===== config.mk =====
export PLATFORM = sky130hd
export DESIGN_NAME = uart_bus_arbiter
export DESIGN_NICKNAME = d
export VERILOG_FILES = /design/src/rtl/uart_bus_arbiter_pkg.sv /design/src/rtl/uart_arb_slot.sv /design/src/rtl/uart_bus_arbiter.sv
export SDC_FILE = /design/constraint.sdc
export NUM_CORES = 1
export LEC_CHECK = 0
export ABC_AREA = 0
export ABC_CLOCK_PERIOD_IN_PS = 3600
export BUFFER_PORTS_ARGS = -buffer_cell sky130_fd_sc_hd__buf_4
export CAP_MARGIN = 20
export CORE_ASPECT_RATIO = 0.9
export CORE_UTILIZATION = 40
export CTS_CLUSTER_DIAMETER = 30
export CTS_CLUSTER_SIZE = 28
export DETAILED_ROUTE_END_ITERATION = 8
export PLACE_DENSITY = 0.69
export SETUP_SLACK_MARGIN = 0.02
export SLEW_MARGIN = 20
export SYNTH_ARGS = -nofsm -noshare
export SYNTH_HDL_FRONTEND = slang
export SYNTH_SLANG_ARGS = --single-unit
export TNS_END_PERCENT = 5

===== constraint.sdc =====
create_clock -name clk -period 3.6 [get_ports clk]
set_input_delay 0.36 -clock clk [delete_from_list [all_inputs] [get_ports clk]]
set_output_delay 0.36 -clock clk [all_outputs]
set_load 0.05 [all_outputs]

===== src/rtl/uart_bus_arbiter_pkg.sv =====
// Shared widths, access-size encodings and types for the UART bus arbiter slice.
package uart_bus_arbiter_pkg;

  localparam int unsigned UART_VA_WIDTH = 3;
  localparam int unsigned BUS_WIDTH     = 32;
  localparam int unsigned BUS_ACC_WIDTH = 2;

  localparam logic [BUS_ACC_WIDTH-1:0] BUS_ACC_1B = 2'd0;
  localparam logic [BUS_ACC_WIDTH-1:0] BUS_ACC_2B = 2'd1;
  localparam logic [BUS_ACC_WIDTH-1:0] BUS_ACC_4B = 2'd2;

  typedef enum logic {
    IDLE = 1'b0,
    WAIT = 1'b1
  } arb_state_t;

  typedef struct packed {
    logic [UART_VA_WIDTH-1:0] addr;
    logic                     w_rb;
    logic [BUS_ACC_WIDTH-1:0] acc;
    logic [BUS_WIDTH-1:0]     wdata;
  } bus_cmd_t;

endpackage


===== src/rtl/uart_arb_slot.sv =====
// Per-master pending slot: captures a request's fields and presents either the
// held command (when valid) or the live bus fields.
module uart_arb_slot
  import uart_bus_arbiter_pkg::*;
(
  input  logic     clk,
  input  logic     rstn,
  input  bus_cmd_t live,
  input  logic     capture,
  input  logic     clear,
  output logic     valid,
  output bus_cmd_t cmd
);

  bus_cmd_t held;

  always_ff @(posedge clk) begin
    if (!rstn) begin
      valid <= 1'b0;
      held  <= '0;
    end else if (capture) begin
      valid <= 1'b1;
      held  <= live;
    end else if (clear) begin
      valid <= 1'b0;
    end
  end

  assign cmd = valid ? held : live;

endmodule


===== src/rtl/uart_bus_arbiter.sv =====
// Two-master arbiter in front of uart_controller: transparent when uncontended,
// contended requests parked in a pending slot and issued after the current one.
module uart_bus_arbiter
  import uart_bus_arbiter_pkg::*;
#(
  parameter bit PRIO_FIXED = 1'b0
) (
  input  logic                     clk,
  input  logic                     rstn,
  input  logic [UART_VA_WIDTH-1:0] m0_addr,
  input  logic                     m0_w_rb,
  input  logic [BUS_ACC_WIDTH-1:0] m0_acc,
  input  logic [BUS_WIDTH-1:0]     m0_wdata,
  input  logic                     m0_req,
  output logic [BUS_WIDTH-1:0]     m0_rdata,
  output logic                     m0_resp,
  output logic                     m0_fault,
  input  logic [UART_VA_WIDTH-1:0] m1_addr,
  input  logic                     m1_w_rb,
  input  logic [BUS_ACC_WIDTH-1:0] m1_acc,
  input  logic [BUS_WIDTH-1:0]     m1_wdata,
  input  logic                     m1_req,
  output logic [BUS_WIDTH-1:0]     m1_rdata,
  output logic                     m1_resp,
  output logic                     m1_fault,
  output logic [UART_VA_WIDTH-1:0] s_addr,
  output logic                     s_w_rb,
  output logic [BUS_ACC_WIDTH-1:0] s_acc,
  output logic [BUS_WIDTH-1:0]     s_wdata,
  output logic                     s_req,
  input  logic [BUS_WIDTH-1:0]     s_rdata,
  input  logic                     s_resp,
  input  logic                     s_fault
);

  arb_state_t state, state_nxt;
  logic       owner, owner_nxt;
  logic       last, last_nxt;

  bus_cmd_t live0, live1, cmd0, cmd1, issue_cmd;
  logic     pv0, pv1, cap0, cap1, clr0, clr1;
  logic     cand0, cand1, grant, winner;

  assign live0 = '{addr: m0_addr, w_rb: m0_w_rb, acc: m0_acc, wdata: m0_wdata};
  assign live1 = '{addr: m1_addr, w_rb: m1_w_rb, acc: m1_acc, wdata: m1_wdata};

  uart_arb_slot u_slot0 (
    .clk     (clk),
    .rstn    (rstn),
    .live    (live0),
    .capture (cap0),
    .clear   (clr0),
    .valid   (pv0),
    .cmd     (cmd0)
  );

  uart_arb_slot u_slot1 (
    .clk     (clk),
    .rstn    (rstn),
    .live    (live1),
    .capture (cap1),
    .clear   (clr1),
    .valid   (pv1),
    .cmd     (cmd1)
  );

  // Issue path kept apart from the control block so s_fault (a function of
  // s_req downstream) never loops back into s_req.
  always_comb begin
    cand0     = pv0 | m0_req;
    cand1     = pv1 | m1_req;
    grant     = 1'b0;
    winner    = cand1;
    if (cand0 && cand1) begin
      winner = PRIO_FIXED ? 1'b0 : ~last;
    end
    issue_cmd = winner ? cmd1 : cmd0;
    s_addr    = issue_cmd.addr;
    s_w_rb    = issue_cmd.w_rb;
    s_acc     = issue_cmd.acc;
    s_wdata   = issue_cmd.wdata;
    if (rstn && state == IDLE) begin
      grant = cand0 | cand1;
    end
    s_req = grant;
  end

  always_comb begin
    state_nxt = state;
    owner_nxt = owner;
    last_nxt  = last;
    cap0      = 1'b0;
    cap1      = 1'b0;
    clr0      = 1'b0;
    clr1      = 1'b0;
    m0_resp   = 1'b0;
    m1_resp   = 1'b0;
    m0_fault  = 1'b0;
    m1_fault  = 1'b0;
    if (rstn) begin
      unique case (state)
        IDLE: begin
          if (grant) begin
            last_nxt = winner;
            clr0     = ~winner;
            clr1     = winner;
            cap0     = winner & m0_req & ~pv0;
            cap1     = ~winner & m1_req & ~pv1;
            if (s_fault) begin
              m0_fault = ~winner;
              m1_fault = winner;
            end else begin
              owner_nxt = winner;
              state_nxt = WAIT;
            end
          end
        end
        WAIT: begin
          cap0 = m0_req & ~pv0 & owner;
          cap1 = m1_req & ~pv1 & ~owner;
          if (s_resp) begin
            m0_resp   = ~owner;
            m1_resp   = owner;
            state_nxt = IDLE;
          end
        end
        default: state_nxt = IDLE;
      endcase
    end
  end

  always_ff @(posedge clk) begin
    if (!rstn) begin
      state <= IDLE;
      owner <= 1'b0;
      last  <= 1'b1;
    end else begin
      state <= state_nxt;
      owner <= owner_nxt;
      last  <= last_nxt;
    end
  end

  assign m0_rdata = s_rdata;
  assign m1_rdata = s_rdata;

endmodule


After elaboration in Yosys (flattened, before gate mapping)
Index checks and enable logic that the tools add are counted.
{"block": "op_classes", "n_mux": 39, "bitwise": 18, "n_reduce_logical": 6}
{"cell": "38-bit two-way mux", "n": 3}
{"cell": "1-bit two-way mux", "n": 33}
{"cell": "1-bit AND", "n": 8}
{"cell": "1-bit NOT", "n": 7}
{"cell": "1-bit case mux with 2 select lines", "n": 3}
{"cell": "2-bit nonzero test", "n": 2}
{"cell": "1-bit OR", "n": 3}
{"cell": "3-bit AND reduction", "n": 1}
{"cell": "1-bit logical AND", "n": 2}
{"cell": "2-bit AND reduction", "n": 1}
{"block": "word_totals", "reg_bits": 81, "output_inout_bits": 107, "wordCells": 76}

Logic depth before layout (Yosys ltp)
{"block": "logic_depth", "word_depth": 10, "depth_mapped": 7}

Cells and area by module
Synthesis repeated with hierarchy kept, for this count alone.
{"block": "unflattened", "cells_unflattened": 473, "area_unflattened_um2": 5082.4}
{"mod": "uart_arb_slot", "n_inst": 2, "cells_each": 168, "area_per_inst_um2": 1946.9, "seq_area_each_um2": 780.7}
{"mod": "uart_bus_arbiter", "n_inst": 1, "cells_each": 137, "area_per_inst_um2": 1188.6, "seq_area_each_um2": 60.1}

Least setup slack after synthesis
Ideal clock, no wire load.
{"block": "synth_path", "path_type": "register -> output", "startpoint": "reg u_slot0.valid", "endpoint": "out s_acc[0]", "arrival_ns": 1.982, "setup_slack_ns": 1.258, "stages_incl_launch_ff": 7, "n_path_buf": 3, "path_cell_list": "dfxtp_1 > buf_2 > clkbuf_1 > clkbuf_1 > nand2_1 > o211a_1 > a21oi_1"}
{"block": "synth_between", "elab_chain_cells": 4, "elab_cells_between_ends": 5, "cone_classes": "mux (3); bitwise (1); reduce/logical (1)"}
{"element": "start, declared", "line": "uart_arb_slot.sv:11", "source": "output logic valid,"}
{"element": "start signal, assigned", "line": "uart_arb_slot.sv:19", "source": "valid <= 1'b0;"}
{"element": "start signal, assigned", "line": "uart_arb_slot.sv:22", "source": "valid <= 1'b1;"}
{"element": "start signal, assigned", "line": "uart_arb_slot.sv:25", "source": "valid <= 1'b0;"}
{"element": "1-bit OR", "line": "uart_bus_arbiter.sv:70", "source": "cand0 = pv0 | m0_req;"}
{"element": "1-bit logical AND", "line": "uart_bus_arbiter.sv:74", "source": "if (cand0 && cand1) begin"}
{"element": "1-bit two-way mux", "line": "uart_bus_arbiter.sv:74"}
{"element": "38-bit two-way mux *", "line": "uart_bus_arbiter.sv:77", "source": "issue_cmd = winner ? cmd1 : cmd0;"}
{"element": "end, declared", "line": "uart_bus_arbiter.sv:28", "source": "output logic [BUS_ACC_WIDTH-1:0] s_acc,"}
Every way passes the cells marked *; elsewhere a longest branch is shown, timed or not.

Worst setup path in the final report
{"block": "layout_path", "startpoint": "reg u_slot0.valid", "endpoint": "out s_wdata[20]"}
{"block": "layout_between", "elab_chain_cells": 4, "elab_cells_between_ends": 5, "cone_classes": "mux (3); bitwise (1); reduce/logical (1)"}
{"element": "1-bit OR", "line": "uart_bus_arbiter.sv:70"}
{"element": "1-bit logical AND", "line": "uart_bus_arbiter.sv:74"}
{"element": "1-bit two-way mux", "line": "uart_bus_arbiter.sv:74"}
{"element": "38-bit two-way mux *", "line": "uart_bus_arbiter.sv:77"}
{"element": "end, declared", "line": "uart_bus_arbiter.sv:29", "source": "output logic [BUS_WIDTH-1:0] s_wdata,"}
Marks and branches as above.

==> impl_metrics.env <==
export IMPL_status="complete, no violations"
export IMPL_grt_first_pass_wirelength_um=19700
export IMPL_grt_pass1_vias=4032
export IMPL_synth_ff_type="dfxtp_1"
export IMPL_vdd_drop_max_mv=0.247
export IMPL_avgSynthCellArea_um2=7.92
export IMPL_p_int_w=0.00200
export IMPL_cts_setup_buffers=0
export IMPL_ys_seq_area_frac=0.338
export IMPL_setup_violations_final=0
export IMPL_power_density_mw_per_mm2=507
export IMPL_criticalPathCategory="flop to primary output"
export IMPL_relSlewSlack=0.408
export IMPL_rsz0062_at_grt="no"
export IMPL_cts_hold_buf=0
export IMPL_pwr_share_comb=0.266
export IMPL_viasPerCell=5.15
export IMPL_hpwl_um=8110
export IMPL_final_min_clock_period_ns=2.69
export IMPL_synthesis_nets=720
export IMPL_rows=37
export IMPL_min_path_type="input pin to flop"
export IMPL_final_cell_mix="buf_4, nand2_1, dfxtp_1"
export IMPL_syn_area_mm2=0.00480
export IMPL_fmax_mhz=371
export IMPL_p_seq_frac=0.339
export IMPL_diodes=0
export IMPL_fin_nets=753
export IMPL_finalHoldViolCount=0
export IMPL_antenna_found_initial=0
export IMPL_fin_crit_sh=0.749
export IMPL_cp_arrival_ns=2.33
export IMPL_n_fill_cell=1133
export IMPL_utilization=0.494
export IMPL_postSynth_asyncResetShare=0
export IMPL_die_w_um=117
export IMPL_area_growth_pct=19.1
export IMPL_dieArea_mm2=0.0124
export IMPL_clk_pin_slew_worst_paths_ns=0.06
export IMPL_multi_input_area_mm2=0.00237
export IMPL_p_leak_nw=2.50
export IMPL_drive_gt1_frac=0.244
export IMPL_worst_path_buf_inv=1
export IMPL_ctsLongestPathBuffers=2
export IMPL_finalWorstSetupSlack_ns=0.905
export IMPL_pwr_share_clk=0.394
export IMPL_synth_edf_count=0
export IMPL_slowest_delay_ns=0.78
export IMPL_drt_initial_drc_count=218
export IMPL_ctsResizeCount=0
export IMPL_crit_slowest_cell="o21a_2"
export IMPL_skew_ns=0.00768
export IMPL_wl_um=12300
export IMPL_start_util=0.414
export IMPL_ys_types=25
export IMPL_drv_cap=0
export IMPL_cpLargestDelayFamily="compound AO/OA/AOI/OAI gates"
export IMPL_firstDrtPassIters=5
export IMPL_crit_path_start_kind="flop"
export IMPL_postPlaceCellArea_mm2=0.00534
export IMPL_tritoncts="yes"
export IMPL_core_area_mm2=0.0116
export IMPL_path_cells="o21ai_4 -> o21a_2 -> a21oi_1 -> buf_4"
export IMPL_vias=4123
export IMPL_setup_tns_ns=0
export IMPL_place_ws_ns=1.25
export IMPL_routabilityCongestion=0.779
export IMPL_finalMaxSlewViolations=0
export IMPL_gr_total_overflow=0
export IMPL_final_common_cell="buf_4"
export IMPL_worstPathRequired_ns=3.24
export IMPL_synth_cells=606
export IMPL_clock_sinks=81
export IMPL_worst_slew_pin_slew_ns=0.888
export IMPL_worst_path_max_fanout=40
export IMPL_ant_nets=0
export IMPL_drc=0
export IMPL_power_switching_w=0.000898
export IMPL_p_sw_frac=0.310
export IMPL_ioPinCount=221
export IMPL_cts_buffers=9
export IMPL_ys_ff_latch=81
export IMPL_port_buffers=124
export IMPL_clk_latency_ns=0.33
export IMPL_layout_cell_area_non_filler_mm2=0.00572
export IMPL_grt_total_usage=0.196
export IMPL_grt_max_degree=59
export IMPL_htree_num_levels=3
export IMPL_cts_root_buf="clkbuf_16"
export IMPL_fin_cells=800
export IMPL_crit_path_end_kind="primary output"
export IMPL_synth_warning_count=0
export IMPL_detail_route_wl_per_cell_um=15.4
export IMPL_ff_latch_area_mm2=0.00162
export IMPL_dpl_cell_count=784
export IMPL_die_y_um=106
-- per-stage QoR --
step | hold slack (ns) | power (W)
final | 0.254 | 0.00290
after global placement | 0.435 | 0.00176
after detailed placement | 0.443 | 0.00177
after floorplan | 0.428 | 0.00170
after global routing | 0.249 | 0.00301
after CTS | 0.240 | 0.00293
-- Yosys cell counts (3+ instances only) --
cell type    n  area [um^2]
buf_6        3         33.8
nor2_1       7         26.3
clkbuf_1    29          109
o21ai_1      5         25.0
dfxtp_1     81         1620
buf_4       65          488
nand2_1    120          450
o21ai_0     35          175
nand3_1     38          190
inv_1       41          154
buf_1        5         18.8
o211a_1     38          380
buf_2        9         45.0
a21oi_1     40          200
mux2i_1     77          771
-- final timing paths --
path,from,to,slack (ns),cells after the start
max reg2reg,u_slot1.valid,u_slot1.held[22],1.45,5
max,u_slot0.valid,s_wdata[20],0.91,4
min,m1_wdata[13],u_slot1.held[13],0.25,3
min reg2reg,u_slot1.held[37],u_slot1.held[37],0.45,2
-- state kept, by name, indices dropped and copies added, names as in the netlist --
name           flops
owner              1
state              1
u_slot1.held      38
last               1
u_slot0.valid      1
u_slot0.held      38
u_slot1.valid      1
-- cell families after synthesis --
family,share of synthesized area
buf+inv,0.177
flops,0.338
compound gates,0.179
simple gates,0.146
mux,0.161
-- worst reg2reg max path, delay by kind of cell (launching register included) --
family,cells,cell delay (ns)
buf+inv,2,0.87
flops,1,0.63
simple gates,2,0.38
compound gates,1,0.21
-- area by class of cell --
type	count	share of cell area
tap	156	0.0342
multi-input combinational	373	0.414
clock buffer	11	0.0442
sequential	81	0.284
clock inverter	5	0.0219
inverter	41	0.0269
timing repair buffer	133	0.175
-- layer usage --
layer	vias up	routed length, um	GRT usage
li1	2031	-	-
met1	1932	5770	0.253
met2	135	5720	0.320
met3	25	682	0.0472
met4	0	170	0.0649
met5	-	0	0
-- power by group through the flow --
stage	clock (W)	sequential [W]	combinational [W]
2_1_floorplan	0	0.000985	0.000717
3_3_place_gp	0	0.000999	0.000762
3_5_place_dp	0	0.00100	0.000772
4_1_cts	0.00117	0.000982	0.000774
5_1_grt	0.00120	0.000989	0.000819
6_report	0.00114	0.000984	0.000771
Note: power is estimated with default switching activity, not from simulation.
